===== src/rtl/piso_serial_pkg.sv =====
// Shared types and constants for the framed serial transmitter.
// Latency: n/a (declarations only).
// Backpressure: n/a.
package piso_serial_pkg;

  typedef enum logic [1:0] {
    IDLE  = 2'd0,
    START = 2'd1,
    DATA  = 2'd2,
    STOP  = 2'd3
  } state_t;

  // Level driven on the line between frames and during the stop bit.
  localparam logic LINE_IDLE = 1'b1;
  // Level of the start bit that marks the beginning of a frame.
  localparam logic START_BIT = 1'b0;

  // Ceiling log2; returns 0 for an argument of 1, so callers clamp to 1 bit.
  function automatic int clog2(input int value);
    int r;
    int v;
    r = 0;
    v = value - 1;
    while (v > 0) begin
      r = r + 1;
      v = v >> 1;
    end
    return r;
  endfunction

endpackage


===== src/rtl/piso_serial_tx_if.sv =====
// Parallel load handshake plus serial line and status for the transmitter.
// Latency: n/a (wires only).
// Backpressure: load is honoured only while ready is high.
// Ports: data_in/load from the word source; ready/tx/busy/done from the transmitter.
interface piso_serial_tx_if #(
  parameter int DATA_W = 8
);
  logic [DATA_W-1:0] data_in;
  logic              load;
  logic              ready;
  logic              tx;
  logic              busy;
  logic              done;

  // Word source side.
  modport master (
    output data_in,
    output load,
    input  ready,
    input  tx,
    input  busy,
    input  done
  );

  // Transmitter side.
  modport slave (
    input  data_in,
    input  load,
    output ready,
    output tx,
    output busy,
    output done
  );
endinterface


===== src/rtl/piso_serial_tx_bit_period_counter.sv =====
// Divides clk into serial bit periods, ticking on the last cycle of each.
// Latency: tick is a decode of the registered count (no input-to-output path).
// Backpressure: none; clear holds the count at zero.
// Ports: clk, reset (async active-low), clear (hold at 0), tick (last cycle of period).
module bit_period_counter
  import piso_serial_pkg::*;
#(
  parameter int CLKS_PER_BIT = 4
) (
  input  logic clk,
  input  logic reset,
  input  logic clear,
  output logic tick
);

  localparam int CW = (clog2(CLKS_PER_BIT) < 1) ? 1 : clog2(CLKS_PER_BIT);
  localparam logic [CW-1:0] LAST = CW'(CLKS_PER_BIT - 1);

  logic [CW-1:0] cnt;

  // With CLKS_PER_BIT=1, LAST is 0 and every cycle is a bit boundary.
  assign tick = (cnt == LAST);

  always_ff @(posedge clk or negedge reset) begin
    if (!reset) begin
      cnt <= '0;
    end else if (clear || tick) begin
      cnt <= '0;
    end else begin
      cnt <= cnt + CW'(1);
    end
  end

endmodule


===== src/rtl/piso_serial_tx.sv =====
// Frames a parallel word as start bit, data LSB-first, stop bit on one serial line.
// Latency: first start-bit cycle follows the accept edge; frame is (DATA_W+2)*CLKS_PER_BIT cycles.
// Backpressure: ready is high only in IDLE; loads while busy are ignored.
// Ports: clk, reset (async active-low), bus (slave side of piso_serial_tx_if).
module piso_serial_tx
  import piso_serial_pkg::*;
#(
  parameter int DATA_W       = 8,
  parameter int CLKS_PER_BIT = 4
) (
  input  logic                 clk,
  input  logic                 reset,
  piso_serial_tx_if.slave      bus
);

  localparam int BW = clog2(DATA_W);
  localparam logic [BW-1:0] LAST_BIT = BW'(DATA_W - 1);

  // Assertion of reset passes straight through; release is delayed two edges
  // so the FSM never leaves reset on a metastable sample.
  logic [1:0] rst_sync;
  logic       rst_n_int;

  always_ff @(posedge clk or negedge reset) begin
    if (!reset) begin
      rst_sync <= 2'b00;
    end else begin
      rst_sync <= {rst_sync[0], 1'b1};
    end
  end

  assign rst_n_int = rst_sync[1];

  state_t            state;
  state_t            state_nxt;
  logic [DATA_W-1:0] shift_reg;
  logic [BW-1:0]     bit_idx;
  logic              done_q;
  logic              tick;
  logic              tx_d;
  logic              busy_d;
  logic              ready_d;

  bit_period_counter #(
    .CLKS_PER_BIT (CLKS_PER_BIT)
  ) u_period (
    .clk   (clk),
    .reset (rst_n_int),
    .clear (state == IDLE),
    .tick  (tick)
  );

  // State register.
  always_ff @(posedge clk or negedge rst_n_int) begin
    if (!rst_n_int) begin
      state <= IDLE;
    end else begin
      state <= state_nxt;
    end
  end

  // Next-state logic.
  always_comb begin
    state_nxt = state;
    case (state)
      IDLE:    if (bus.load) state_nxt = START;
      START:   if (tick) state_nxt = DATA;
      DATA:    if (tick && (bit_idx == LAST_BIT)) state_nxt = STOP;
      STOP:    if (tick) state_nxt = IDLE;
      default: state_nxt = IDLE;
    endcase
  end

  // Outputs decoded from registered state only.
  always_comb begin
    tx_d    = LINE_IDLE;
    busy_d  = 1'b1;
    ready_d = 1'b0;
    case (state)
      IDLE: begin
        busy_d  = 1'b0;
        ready_d = 1'b1;
      end
      START:   tx_d = START_BIT;
      DATA:    tx_d = shift_reg[0];
      default: tx_d = LINE_IDLE;
    endcase
  end

  // Shift register, bit index and the done pulse.
  always_ff @(posedge clk or negedge rst_n_int) begin
    if (!rst_n_int) begin
      shift_reg <= '0;
      bit_idx   <= '0;
      done_q    <= 1'b0;
    end else begin
      // Lands on the first IDLE cycle, where a new load can also be accepted.
      done_q <= (state == STOP) && tick;
      case (state)
        IDLE: begin
          if (bus.load) shift_reg <= bus.data_in;
        end
        DATA: begin
          if (tick) begin
            shift_reg <= shift_reg >> 1;
            bit_idx   <= (bit_idx == LAST_BIT) ? '0 : bit_idx + BW'(1);
          end
        end
        default: ;
      endcase
    end
  end

  assign bus.tx    = tx_d;
  assign bus.busy  = busy_d;
  assign bus.ready = ready_d;
  assign bus.done  = done_q;

endmodule

===== src/flat_wrapper.sv =====
// flat-port wrapper written by rule: the top's interface ports become plain ports
module piso_serial_tx_flat import piso_serial_pkg::*;
#(
  parameter int DATA_W       = 8,
  parameter int CLKS_PER_BIT = 4
)
  (clk, reset, bus_data_in, bus_load, bus_ready, bus_tx, bus_busy, bus_done);
  piso_serial_tx_if #(.DATA_W(DATA_W)) bus_i ();
  input  logic clk;
  input  logic reset;
  input wire logic [$bits(bus_i.data_in)-1:0] bus_data_in;
  input wire logic [$bits(bus_i.load)-1:0] bus_load;
  output wire logic [$bits(bus_i.ready)-1:0] bus_ready;
  output wire logic [$bits(bus_i.tx)-1:0] bus_tx;
  output wire logic [$bits(bus_i.busy)-1:0] bus_busy;
  output wire logic [$bits(bus_i.done)-1:0] bus_done;
  assign bus_i.data_in = bus_data_in;
  assign bus_i.load = bus_load;
  assign bus_ready = bus_i.ready;
  assign bus_tx = bus_i.tx;
  assign bus_busy = bus_i.busy;
  assign bus_done = bus_i.done;
  piso_serial_tx #(.DATA_W(DATA_W), .CLKS_PER_BIT(CLKS_PER_BIT)) u_core (.clk(clk), .reset(reset), .bus(bus_i));
endmodule

===== config.mk =====
export PLATFORM = sky130hd
export DESIGN_NAME = piso_serial_tx_flat
export DESIGN_NICKNAME = d
export VERILOG_FILES = /design/src/rtl/piso_serial_pkg.sv /design/src/rtl/piso_serial_tx_if.sv /design/src/rtl/piso_serial_tx_bit_period_counter.sv /design/src/rtl/piso_serial_tx.sv /design/src/flat_wrapper.sv
export SDC_FILE = /design/constraint.sdc
export NUM_CORES = 1
export LEC_CHECK = 0
export BUFFER_PORTS_ARGS = -buffer_cell sky130_fd_sc_hd__buf_2
export CAP_MARGIN = 20
export CORE_MARGIN = 10
export CORE_UTILIZATION = 54
export CTS_CLUSTER_SIZE = 40
export DETAILED_ROUTE_END_ITERATION = 10
export PLACE_DENSITY = 0.77
export SYNTH_ARGS = -nofsm -noshare
export SYNTH_HDL_FRONTEND = slang
export SYNTH_HIERARCHICAL = 1
export SYNTH_SLANG_ARGS = --single-unit
export TNS_END_PERCENT = 10

===== constraint.sdc =====
create_clock -name clk -period 1.45 [get_ports clk]
set_input_delay 0.0725 -clock clk [delete_from_list [all_inputs] [get_ports clk]]
set_output_delay 0.0725 -clock clk [all_outputs]
set_load 0.005 [all_outputs]

==> results.sh <==
export IMPL_post_dp_hpwl_mm=1.36
export IMPL_boundaryPins=15
export IMPL_dpl_worst_slack_ns=-0.177
export IMPL_die_w_um=61.6
export IMPL_cts_root_buf="clkbuf_4"
export IMPL_syn_area_per_cell_um2=13.5
export IMPL_netSwitchingPower_w=0.000963
export IMPL_layout_commonest_cell="dfrtp_1"
export IMPL_ff_latch_area_um2=450
export IMPL_core_area_um2=1580
export IMPL_synth_top_cell_area_share=0.483
export IMPL_grt_pass1_vias=752
export IMPL_critical_path_max_stage_delay_ns=0.45
export IMPL_postSynthCellCount=69
export IMPL_track_usage=0.125
export IMPL_multi_input_area_um2=509
export IMPL_insertedDiodeCount=0
export IMPL_cts_path_max_buffers=2
export IMPL_cp_max_fo=4
export IMPL_clkPwrFrac=0.103
export IMPL_p_per_area_nw_per_um2=2290
export IMPL_drc=0
export IMPL_syn_area_um2=933
export IMPL_cp_start_kind="register"
export IMPL_setup_viol=11
export IMPL_fillerInstances=93
export IMPL_clock_latency_ns=0.28
export IMPL_nets=121
export IMPL_rows=14
export IMPL_worstPathArrival_ns=1.80
export IMPL_utilization=0.802
export IMPL_drive_gt1_frac=0.545
export IMPL_routedWlPerCell_um=17.4
export IMPL_cts_tree="yes"
export IMPL_fin_crit_ns=1.63
export IMPL_grt_max_degree=17
export IMPL_synth_nets=88
export IMPL_crit_type="register to register"
export IMPL_max_slew_worst_pin_slew_ns=0.649
export IMPL_crit_slowest_cell="dfrtp_1"
export IMPL_dr_first_iter_drc_count=13
export IMPL_slew_headroom=0.568
export IMPL_detail_route_antenna_nets=0
export IMPL_die_area_um2=3790
export IMPL_clock_fmax_mhz=614
export IMPL_p_seq_frac=0.292
export IMPL_clkTransAtPathRegs_ns=0.10
export IMPL_finalMaxSlewViolations=0
export IMPL_min_path_type="input pin to register"
export IMPL_grt_pass1_wl_mm=3.42
export IMPL_start_util=0.592
export IMPL_ys_ff_latch=18
export IMPL_h_tree_depth=1
export IMPL_antenna_found_initial=0
export IMPL_p_sw_frac=0.333
export IMPL_seq_area_frac_synth=0.483
export IMPL_port_buffers=14
export IMPL_intPower_w=0.00193
export IMPL_wl_mm=2.04
export IMPL_violations="negative setup slack"
export IMPL_path_cells="inv_2, ha_1, o21ba_2, a211oi_2, mux2_1"
export IMPL_synth_top_cell_by_area="dfrtp_1"
export IMPL_hold_viol=0
export IMPL_min_period_over_period=1.12
export IMPL_grt_overflow_total=0
export IMPL_ys_types=26
export IMPL_chipHeight_um=61.6
export IMPL_holdWs_ns=0.0920
export IMPL_leakage_nw=0.620
export IMPL_largest_reg_flops=8
export IMPL_synth_area_leaders="dfrtp_1 48%, ha_1 11%, mux2_2 9.7%"
export IMPL_combinationalPowerShare=0.606
export IMPL_viasPerCell=5.46
export IMPL_synthToLayoutAreaGrowth_pct=35.5
export IMPL_place_congestion=0.758
export IMPL_cts_buffers=3
export IMPL_max_cap_viol_count=0
export IMPL_cp_data_required_time_ns=1.62
export IMPL_status="finished, violations left"
export IMPL_rsz0062_at_grt="true"
export IMPL_dr_pass1_iters=4
export IMPL_fin_skew_ns=0.00694
export IMPL_worst_slack_ns=-0.179
export IMPL_final_cell_mix="18 x dfrtp_1, 12 x buf_2, 10 x buf_4, 6 x mux2_4, 6 x ha_1"
export IMPL_crit_path_end_kind="register"
export IMPL_max_vdd_ir_drop_v=0.00146
export IMPL_routed_via_count=639
export IMPL_clkSinkCount=18
export IMPL_ys_warn_count=6
## metal layers
layer / vias to the layer above / track usage / wire length, µm
li1: 301 / - / -
met1: 319 / 0.119 / 752
met2: 13 / 0.249 / 1150
met3: 6 / 0.0267 / 80
met4: 0 / 0.0478 / 56
met5: - / 0 / 0
## final timing paths
path | start | end | slack (ns) | depth (start not counted)
setup / recovery | u_core/state[1] | u_core/state[1] | -0.18 | 5
hold / removal | bus_data_in[7] | u_core/shift_reg[7] | 0.09 | 3
setup reg to reg | u_core/state[1] | u_core/state[1] | -0.18 | 5
hold reg to reg | u_core/rst_sync[1] | u_core/state[0] | 0.26 | 0
max in group asynchronous | u_core/rst_sync[1] | u_core/shift_reg[3] | 0.77 | 0
min in group asynchronous | reset | u_core/rst_sync[0] | 0.10 | 2
## timing repair
action | CTS | global route
hold buffers | 1 | 0
hold endpoints to repair | 2 | 0
pin swaps | 2 | 1
endpoints found under the setup margin | 10 | 14
setup buffers | 2 | 1
resized for setup | 10 | 2
## Yosys cell counts (all sizes together)
| cell type | count |
|---|---|
| buf | 1 |
| a21o | 1 |
| nand2 | 3 |
| conb | 1 |
| mux2i | 3 |
| a21oi | 1 |
| dfrtp | 18 |
| nand4b | 1 |
| nor3 | 2 |
| and2 | 1 |
| o21ai | 2 |
| nor3b | 1 |
| a211oi | 1 |
| nand2b | 2 |
| inv | 5 |
| mux2 | 14 |
| ha | 8 |
| or3 | 1 |
| o21ba | 1 |
| o22a | 1 |
| and2b | 1 |
## power groups by stage
stage	logic, W	registers (W)	clock network [W]
floorplan	0.000934	0.000820	0
global placement	0.00132	0.000840	0
detailed placement	0.00139	0.000849	0
CTS	0.00167	0.000842	0.000309
global route	0.00188	0.000874	0.000330
finish	0.00175	0.000844	0.000297
## worst max-delay path, delay by kind of cell (launching register included)
family | cells | cell delay, ns
DFF | 1 | 0.45
adders and majority gates | 1 | 0.20
muxes | 1 | 0.35
buffers and inverters | 1 | 0.09
AOI/OAI and AO/OA | 2 | 0.43
## logic make-up after synthesis
kind of cell,count (synthesis),share of synthesized area
adder cells (fa/ha/maj),8,0.107
multiplexers,17,0.205
AND/OR/NAND/NOR,12,0.0992
other,1,0.00402
buffers and inverters,6,0.0322
flip-flops,18,0.483
AO/OA/AOI/OAI,7,0.0697
## area by class of cell
class                   instances  share of cell area
inverters                       5              0.0148
repair buffers                 29               0.182
multi-input cells              45               0.403
well taps                      16              0.0158
flip-flops and latches         18               0.356
clock buffers                   4              0.0287
## stage by stage
step	cell area [µm²]	TNS (ns)	total power (W)	instances
floorplan	958	-0.568	0.00175	69
global placement	1130	-1.05	0.00216	109
detailed placement	1130	-1.28	0.00224	109
CTS	1240	-1.44	0.00283	116
global route	1260	-2.16	0.00308	117
finish	1260	-1.44	0.00290	117
Note: power is estimated with default switching activity, not from simulation.
